--- src/rtl/demux_pkg.sv ---
// Shared types and constants for the four-way packet stream demultiplexer.
package demux_pkg;

    localparam int NUM_CH = 4;
    localparam int SEL_W  = 2;

    typedef enum logic {
        ST_IDLE,
        ST_LOCKED
    } state_t;

endpackage

--- src/rtl/demux_slot.sv ---
// One-entry registered output slot with valid/ready handshake; a load in the
// same cycle as a drain keeps the slot full with the new beat.
module demux_slot #(
    parameter int WIDTH = 8
) (
    input  logic             clk,
    input  logic             rst,
    input  logic             load,
    input  logic [WIDTH-1:0] load_data,
    input  logic             load_last,
    input  logic             ready,
    output logic [WIDTH-1:0] data,
    output logic             last,
    output logic             valid
);

    always_ff @(posedge clk) begin
        if (rst) begin
            valid <= 1'b0;
            data  <= '0;
            last  <= 1'b0;
        end else if (load) begin
            valid <= 1'b1;
            data  <= load_data;
            last  <= load_last;
        end else if (valid && ready) begin
            valid <= 1'b0;
        end
    end

endmodule

--- src/rtl/demultiplexer_stream.sv ---
// Four-way packet demultiplexer: the select is captured on a packet's first
// beat and held until its last beat; each channel owns one registered slot.
module demultiplexer_stream
    import demux_pkg::*;
#(
    parameter int WIDTH = 8
) (
    input  logic                    clk,
    input  logic                    rst,
    input  logic [WIDTH-1:0]        in_data,
    input  logic [SEL_W-1:0]        in_sel,
    input  logic                    in_last,
    input  logic                    in_valid,
    output logic                    in_ready,
    output logic [NUM_CH*WIDTH-1:0] out_data,
    output logic [NUM_CH-1:0]       out_last,
    output logic [NUM_CH-1:0]       out_valid,
    input  logic [NUM_CH-1:0]       out_ready,
    output logic                    busy,
    output logic [SEL_W-1:0]        cur_sel
);

    state_t           state, state_next;
    logic [SEL_W-1:0] lock_sel, lock_sel_next;
    logic [SEL_W-1:0] target;
    logic             xfer;
    logic [NUM_CH-1:0] load;

    // in_ready depends only on slot state and out_ready, never on in_valid.
    always_comb begin
        target   = (state == ST_LOCKED) ? lock_sel : in_sel;
        in_ready = !rst && (!out_valid[target] || out_ready[target]);
        xfer     = in_valid && in_ready;
        load     = '0;
        if (xfer) begin
            load[target] = 1'b1;
        end
    end

    always_comb begin
        state_next    = state;
        lock_sel_next = lock_sel;
        case (state)
            ST_IDLE: begin
                if (xfer && !in_last) begin
                    state_next    = ST_LOCKED;
                    lock_sel_next = in_sel;
                end
            end
            ST_LOCKED: begin
                if (xfer && in_last) begin
                    state_next = ST_IDLE;
                end
            end
            default: state_next = ST_IDLE;
        endcase
    end

    always_ff @(posedge clk) begin
        if (rst) begin
            state    <= ST_IDLE;
            lock_sel <= '0;
        end else begin
            state    <= state_next;
            lock_sel <= lock_sel_next;
        end
    end

    assign busy    = (state == ST_LOCKED);
    assign cur_sel = lock_sel;

    for (genvar k = 0; k < NUM_CH; k++) begin : g_slot
        demux_slot #(
            .WIDTH(WIDTH)
        ) u_slot (
            .clk      (clk),
            .rst      (rst),
            .load     (load[k]),
            .load_data(in_data),
            .load_last(in_last),
            .ready    (out_ready[k]),
            .data     (out_data[k*WIDTH +: WIDTH]),
            .last     (out_last[k]),
            .valid    (out_valid[k])
        );
    end

endmodule

--- config.mk ---
export PLATFORM = sky130hd
export DESIGN_NAME = demultiplexer_stream
export DESIGN_NICKNAME = d
export VERILOG_FILES = /design/src/rtl/demux_pkg.sv /design/src/rtl/demux_slot.sv /design/src/rtl/demultiplexer_stream.sv
export SDC_FILE = /design/constraint.sdc
export NUM_CORES = 1
export LEC_CHECK = 0
export BUFFER_PORTS_ARGS = -buffer_cell sky130_fd_sc_hd__buf_2
export CORE_MARGIN = 2
export CORE_UTILIZATION = 45
export CTS_BUF_LIST = sky130_fd_sc_hd__clkbuf_4 sky130_fd_sc_hd__clkbuf_8
export DETAILED_ROUTE_END_ITERATION = 7
export GPL_TIMING_DRIVEN = 0
export PLACE_DENSITY_LB_ADDON = 0.12
export SLEW_MARGIN = 20
export SYNTH_ARGS = -nofsm -noshare
export SYNTH_HDL_FRONTEND = slang
export SYNTH_SLANG_ARGS = --single-unit
--- constraint.sdc ---
create_clock -name clk -period 2.11 [get_ports clk]
set_input_delay 0.211 -clock clk [delete_from_list [all_inputs] [get_ports clk]]
set_output_delay 0.211 -clock clk [all_outputs]
set_load 0.01 [all_outputs]
; ---- After elaboration in Yosys (flattened, before gate mapping)
; Cells that the tools add are included.
[word_totals]
reg_bits = 43
in_bits = 18
out_inout_bits = 44
wordCells = 54
[classes]
magnitude_cmp = 2
mux = 19
bitwise_logic = 1
n_reduce_logical = 18
[ops]
columns = operator, count
row1 = $mux W1, 13
row2 = $logic_and A1 B1 Y1, 9
row3 = $reduce_bool A2 Y1, 4
row4 = $bmux W1 S2, 2
row5 = $mux W4, 1
row6 = $logic_not A1 Y1, 3
row7 = $lt A2 B3 Y1 const B, 1
row8 = $demux W1 S2, 1
row9 = $ge A2 B1 Y1 const B, 1
row10 = $mux W2, 1
row11 = $pmux W1 S2, 1
row12 = $reduce_and A2 Y1, 1
row13 = $logic_or A1 B1 Y1, 1
row14 = $not A1 Y1, 1

; ---- Longest topological paths before layout
; Gate-level depths: netlist of the first run.
[depth]
depth_word = 10
mapped_depth = 6
ltp_nobuf = 4

; ---- Hierarchy
; From an unflattened synthesis of the first run, not the netlist that was laid out.
[hier_totals]
cells_unflattened = 163
hier_area_um2 = 1684.1
[by_module_without_submodules]
columns = mod, instances, cells_per_inst, area_per_inst_um2, seq_area_each_um2
row1 = demux_slot, 4, 33, 355.3, 200.2
row2 = demultiplexer_stream, 1, 31, 262.8, 60.1

; ---- Worst setup path before layout of the first run
; Ideal clock, no wire load.
[synth_timing]
path_type = register -> output
start = reg with a tool-made name
end = out in_ready
t_arrival_ns = 1.522
required_ns = 1.899
setup_slack_ns = 0.377
stages_incl_launch_ff = 6
path_buffers = 1
cell_sequence = dfxtp_1 buf_6 mux2i_4 mux2i_2 nor2_1 nor3_1
[synth_rtl]
columns = item, line_no
row1 = end: declaration, demultiplexer_stream.sv:14  ; output logic in_ready,

==> flow_metrics.py, run 1 <==
metrics = {
    "cells_and_area": {
        "area_growth_pct": 30.4,
        "drive_gt1_share_pct": 38.7,
        "nets": 265,
        "final_cells": 296,
        "antenna_cells": 0,
        "finalInstanceArea_mm2": 0.00230,
    },
    "worst_setup_path": {
        "crit_type": "register to output pin",
        "path_max_fanout": 5,
        "r2r_slack_ns": 0.31,
        "endpoint_kind": "output pin",
        "r2r_cells": 7,
        "worstPathRequired_ns": 1.90,
        "crit-reg2reg-capture": "g_slot[1].u_slot.data[3]$_SDFFE_PP0P_",
        "critical_path.startpoint_type": "register",
        "cp_data_arrival_time_ns": 1.79,
    },
    "pwr": {
        "swShare_pct": 23.9,
        "p_comb_share_pct": 12.0,
        "ir_worst_vdd_mv": 0.585,
        "finalPower_w": 0.00169,
        "power_frac_seq_pct": 50.3,
        "power.share.clock_pct": 37.7,
        "power.switching_w": 0.000403,
        "intPower_w": 0.00129,
        "cellLeakagePower_nw": 1.17,
        "p_per_area_mw_per_mm2": 733,
    },
    "routing": {
        "drt_first_iter_violations": 59,
        "viasPerCell": 4.81,
        "drtPass1Iterations": 4,
        "num_vias": 1423,
        "drt_wl_total_um": 3770,
        "drtAntennaViolNets": 0,
        "drc_errors": 0,
        "avgRoutedWirePerCell_um": 12.7,
    },
    "yosys": {
        "synth-xor-area-share_pct": 0,
        "ys_seq_area_share_pct": 48.7,
        "yosys.cell_types.count": 22,
        "synthAdderAreaFrac_pct": 0,
        "syn_area_mm2": 0.00177,
        "muxShareOfSynthArea_pct": 25.7,
        "syn-num-nets": 191,
        "synth-compound-area-share_pct": 2.26,
        "synth_simple_gate_area_share_pct": 16.2,
        "synth-warning-count": 0,
        "syn_avg_cell_area_um2": 10.2,
        "synth-seq-cells": 43,
        "netlist_instances": 173,
        "synth_top_family_by_area": "multiplexers",
    },
    "min_path": {
        "whs_path_depth": 2,
        "hold_path_end": "cur_sel[0]$_SDFFE_PP0P_",
        "hold_class": "input port to register",
        "hp-start": "in_sel[0]",
    },
    "timing": {
        "max_freq_mhz": 499,
        "min_period_over_period_pct": 95.0,
        "worst_pin_slew_ns": 0.483,
        "drv_slew": 0,
        "final-hold-violation-count": 0,
        "holdWs_ns": 0.163,
        "min_period_ns": 2.01,
        "max-slew-margin-rel_pct": 66.8,
        "setup_viol": 0,
        "skew_ns": 0.00478,
        "fin_tns_setup_ns": 0,
    },
    "outcome": {
        "status": "finished, final reports clean",
    },
    "place": {
        "placedCellCount": 282,
        "place_congestion": 0.778,
        "dp_hpwl_um": 2700,
        "placed_area_mm2": 0.00213,
        "portBuffers": 61,
    },
    "run": {
        "cap_violations": 0,
    },
    "floorplan": {
        "die_w_um": 66.7,
        "num_rows": 22,
        "start_util_pct": 47.6,
        "die-area_mm2": 0.00445,
        "core-area_mm2": 0.00372,
        "die_h_um": 66.7,
        "pin_count": 62,
    },
    "clock_network": {
        "clock_sinks": 43,
        "clk_pin_slew_worst_paths_ns": 0.08,
        "htree_levels": 2,
        "tritoncts": "yes",
        "insertion_delay_ns": 0.30,
        "cts-buffers-inserted": 5,
        "clockBufferDepth": 2,
        "cts-root-buf": "clkbuf_8",
    },
    "grt": {
        "grtUsageTotal_pct": 18.4,
        "grt_pass1_wl_um": 5950,
        "grt.overflow.total": 0,
        "grt_pass1_vias": 1253,
        "grt_start_max_net_pins": 15,
        "grt_antenna_before_repair": 0,
    },
}
-- power groups by stage --
stage,Clock [W],Combinational [W],Sequential (W)
2_1_floorplan,0,0.000111,0.000877
5_1_grt,0.000690,0.000224,0.000852
3_5_place_dp,0,0.000192,0.000868
4_1_cts,0.000653,0.000197,0.000849
6_report,0.000637,0.000203,0.000849
3_3_place_gp,0,0.000191,0.000867
-- cell type report --
class / count / area (um2)
buffer: 18 / 119
clock buffer: 5 / 68.8
clock inverter: 3 / 43.8
fill: 337 / 1410
inverter: 2 / 7.51
multi-input combinational: 110 / 793
sequential: 43 / 862
tap: 48 / 60.1
timing repair buffer: 67 / 350
-- critical path, cell delays in order, from the launching register on --
cell	delay, ns
dfxtp_2	0.34
buf_6	0.11
mux2i_4	0.35
mux2i_2	0.29
nor2_1	0.06
nor3_1	0.18
buf_2	0.16
-- cells in the final DEF, fill, tap and decap left out, drive strengths merged --
master,n
inv,2
clkinv,2
buf,80
nor2b,7
dfxtp,43
clkbuf,10
a22oi,2
nand4,2
a21oi,2
bufinv,1
a32o,1
nor3,1
nor2,45
nand2b,3
mux2i,40
nor4,4
mux2,3
-- through the flow --
| step | setup WS, ns | util, % |
|---|---|---|
| floorplan | 0.377 | - |
| global placement | 0.325 | 57.4 |
| detailed placement | 0.305 | 57.4 |
| CTS | 0.0126 | 61.0 |
| global route | -0.00235 | 62.0 |
| finish | 0.105 | 62.0 |
-- synth_stat cells (all sizes together) --
master / count / area (um2)
nand2b: 3 / 18.8
mux2: 3 / 37.5
mux2i: 40 / 417
clkbuf: 5 / 18.8
nand4: 2 / 12.5
a32o: 1 / 10.0
nor3: 1 / 5.00
buf: 13 / 100
inv: 2 / 7.51
dfxtp: 43 / 861
a22oi: 2 / 20.0
nor4: 4 / 37.5
nor2b: 7 / 43.8
nor2: 45 / 169
a21oi: 2 / 10.0
-- sequential cells by signal, summed over array words and instances (netlist names), named ones only --
register,cells
g_slot.u_slot.valid,4
cur_sel,2
g_slot.u_slot.last,4
g_slot.u_slot.data,32
-- kinds of logic after synthesis --
logic type | after synthesis
muxes | 43
and+or+nand+nor | 62
AOI/OAI and AO/OA | 5
buffers and inverters | 20
DFF | 43
-- metal layers --
metal  track usage [%]  vias to the layer above  share of wire [%]
li1                  -                      718                  -
met1              21.4                      649                 43
met2              32.1                       48                 49
met3              5.57                        8                6.0
met4              6.12                        0                1.4
met5                 0                        -                  0
-- worst max path at each step --
stage / end / slack [ns] / depth (start not counted)
after global routing: in_ready / -0.002 / 6
after detailed placement: in_ready / 0.31 / 6
after global placement: in_ready / 0.32 / 6
after floorplan: in_ready / 0.38 / 5
final: in_ready / 0.10 / 6
after CTS: in_ready / 0.01 / 6
-- repair_timing --
item / 4_1_cts / 5_1_grt
hold buffers: 0 / 0
resized for setup: 2 / 1
endpoints found under the hold margin: 0 / 0
pin swaps: 0 / 1
endpoints found under the setup margin: 1 / 1
setup buffers: 1 / 5
(Power assumes the default switching activity.)
==> run 2, diff against run 1 <==
--- a/config.mk
+++ b/config.mk
@@ -8,7 +8,7 @@
 export BUFFER_PORTS_ARGS = -buffer_cell sky130_fd_sc_hd__buf_2
 export CORE_MARGIN = 2
 export CORE_UTILIZATION = 45
-export CTS_BUF_LIST = sky130_fd_sc_hd__clkbuf_4 sky130_fd_sc_hd__clkbuf_8
+export CTS_BUF_LIST = sky130_fd_sc_hd__clkbuf_16
 export DETAILED_ROUTE_END_ITERATION = 7
 export GPL_TIMING_DRIVEN = 0
 export PLACE_DENSITY_LB_ADDON = 0.12
==> flow_metrics.py, run 2 (synthesis results as in run 1) <==
metrics = {
    "pwr": {
        "finalPower_w": 0.00192,
        "p_comb_share_pct": 10.5,
        "power.switching_w": 0.000425,
        "power_frac_seq_pct": 44.4,
        "swShare_pct": 22.2,
        "cellLeakagePower_nw": 1.19,
        "p_per_area_mw_per_mm2": 814,
        "power.share.clock_pct": 45.1,
        "ir_worst_vdd_mv": 0.588,
        "intPower_w": 0.00149,
    },
    "worst_setup_path": {
        "r2r_cells": 7,
        "max_stage_delay_ns": 0.36,
        "cp_top_family": "multiplexers",
        "endpoint_kind": "output pin",
        "critPathSlowestCell": "mux2i_4",
        "cp_data_arrival_time_ns": 1.78,
        "critical_path.startpoint_type": "register",
        "r2r_slack_ns": 0.32,
        "crit_type": "register to output pin",
        "path_cells": "buf_6 > mux2i_4 > mux2i_2 > nor2_1 > nor3_1 > buf_2",
        "crit-reg2reg-capture": "g_slot[1].u_slot.data[3]$_SDFFE_PP0P_",
        "path_max_fanout": 6,
        "worstPathRequired_ns": 1.90,
        "critPathBufInv": 2,
    },
    "floorplan": {
        "start_util_pct": 47.6,
        "core-area_mm2": 0.00372,
        "num_rows": 22,
        "die_w_um": 66.7,
        "die-area_mm2": 0.00445,
        "die_h_um": 66.7,
        "pin_count": 62,
    },
    "timing": {
        "rsz0062_at_grt": "false",
        "holdWs_ns": 0.180,
        "min_period_ns": 1.99,
        "worst_pin_slew_ns": 0.518,
        "setup_viol": 0,
        "max_freq_mhz": 502,
        "skew_ns": 0.00275,
        "max-slew-margin-rel_pct": 65.5,
        "min_period_over_period_pct": 94.5,
        "fin_tns_setup_ns": 0,
        "final-hold-violation-count": 0,
        "drv_slew": 0,
    },
    "grt": {
        "grt_pass1_vias": 1256,
        "grt.overflow.total": 0,
        "grt_pass1_wl_um": 6070,
        "grt_antenna_before_repair": 0,
        "grtUsageTotal_pct": 18.9,
        "grt_start_max_net_pins": 15,
    },
    "cells_and_area": {
        "layout_commonest_cell": "buf_2",
        "nFillCells": 338,
        "seq_area_um2": 862,
        "reg.largest.list": "g_slot.u_slot.data x32, g_slot.u_slot.last x4, g_slot.u_slot.valid x4",
        "area_growth_pct": 33.1,
        "multi_input_area_um2": 793,
        "largest_reg_flops": 32,
        "fin_util_pct": 63.3,
        "nets": 264,
        "finalInstanceArea_mm2": 0.00235,
        "max_flop_register": "g_slot.u_slot.data",
        "antenna_cells": 0,
        "drive_gt1_share_pct": 38.5,
        "layout_common_cells": "buf_2 (63), nor2_1 (45), dfxtp_1 (42)",
    },
    "routing": {
        "drtAntennaViolNets": 0,
        "drtPass1Iterations": 4,
        "num_vias": 1405,
        "avgRoutedWirePerCell_um": 13.0,
        "drc_errors": 0,
        "viasPerCell": 4.76,
        "drt_first_iter_violations": 68,
        "drt_wl_total_um": 3840,
    },
    "place": {
        "portBuffers": 61,
        "dp_hpwl_um": 2700,
        "place_congestion": 0.778,
        "placed_area_mm2": 0.00213,
    },
    "clock_network": {
        "clock_sinks": 43,
        "tritoncts": "yes",
        "cts-root-buf": "clkbuf_16",
        "clk_pin_slew_worst_paths_ns": 0.06,
        "clockBufferDepth": 2,
        "cts_hold_buffers": 0,
        "insertion_delay_ns": 0.28,
        "htree_levels": 2,
        "cts-buffers-inserted": 5,
    },
    "min_path": {
        "whs_path_depth": 2,
        "hold_class": "input port to register",
        "hold_path_end": "cur_sel[0]$_SDFFE_PP0P_",
        "hp-start": "in_sel[0]",
    },
    "outcome": {
        "status": "finished, final reports clean",
    },
    "run": {
        "cap_violations": 0,
    },
}
[run 2: worst register-to-register path: stages (launching register included)]
cell and delay (ns):
dfxtp_2 0.32, buf_6 0.12, buf_4 0.13, mux2_4 0.32, nor4_2 0.29, buf_6 0.22, mux2i_1 0.22, nor2_1 0.05
[run 2: stage by stage]
step                instances  setup WS (ns)
floorplan                 173          0.377
global placement          282          0.325
detailed placement        282          0.305
CTS                       291        0.00836
global route              295        0.00534
finish                    295          0.117
[run 2: how the worst max path moves through the flow]
stage | depth (start not counted) | endpoint | from
4_1_cts | 6 | in_ready | register
6_report | 6 | in_ready | register
5_1_grt | 6 | in_ready | register
3_3_place_gp | 6 | in_ready | register
3_5_place_dp | 6 | in_ready | register
2_1_floorplan | 5 | in_ready | register
[run 2: final cells by class]
cell class / instances / share of cell area [%]
plain buffers: 18 / 5.05
clock buffers: 5 / 5.32
clock inverters: 3 / 1.86
inverters: 2 / 0.319
multi-input cells: 110 / 33.7
flip-flops and latches: 43 / 36.6
well taps: 48 / 2.55
repair buffers: 66 / 14.6
[run 2: what timing repair did]
| action | 4_1_cts | 5_1_grt |
|---|---|---|
| cloned | 0 | 0 |
| setup buffers | 1 | 4 |
| gates resized for setup | 1 | 2 |
| setup endpoints to repair | 1 | 1 |
| pin swaps | 0 | 1 |
[run 2: layer usage]
metal / GRT usage [%] / vias to the layer above / part of all wire (%)
met5: 0 / - / 0
met3: 4.73 / 6 / 4.6
met4: 7.65 / 0 / 1.3
met2: 32.8 / 39 / 50
met1: 22.0 / 642 / 44
li1: - / 718 / -
[run 2: power by group through the flow]
stage / logic (W) / clock network (W) / registers (W)
finish: 0.000201 / 0.000863 / 0.000850
global route: 0.000222 / 0.000918 / 0.000853
CTS: 0.000196 / 0.000884 / 0.000850
detailed placement: 0.000192 / 0 / 0.000868
global placement: 0.000191 / 0 / 0.000867
floorplan: 0.000111 / 0 / 0.000877
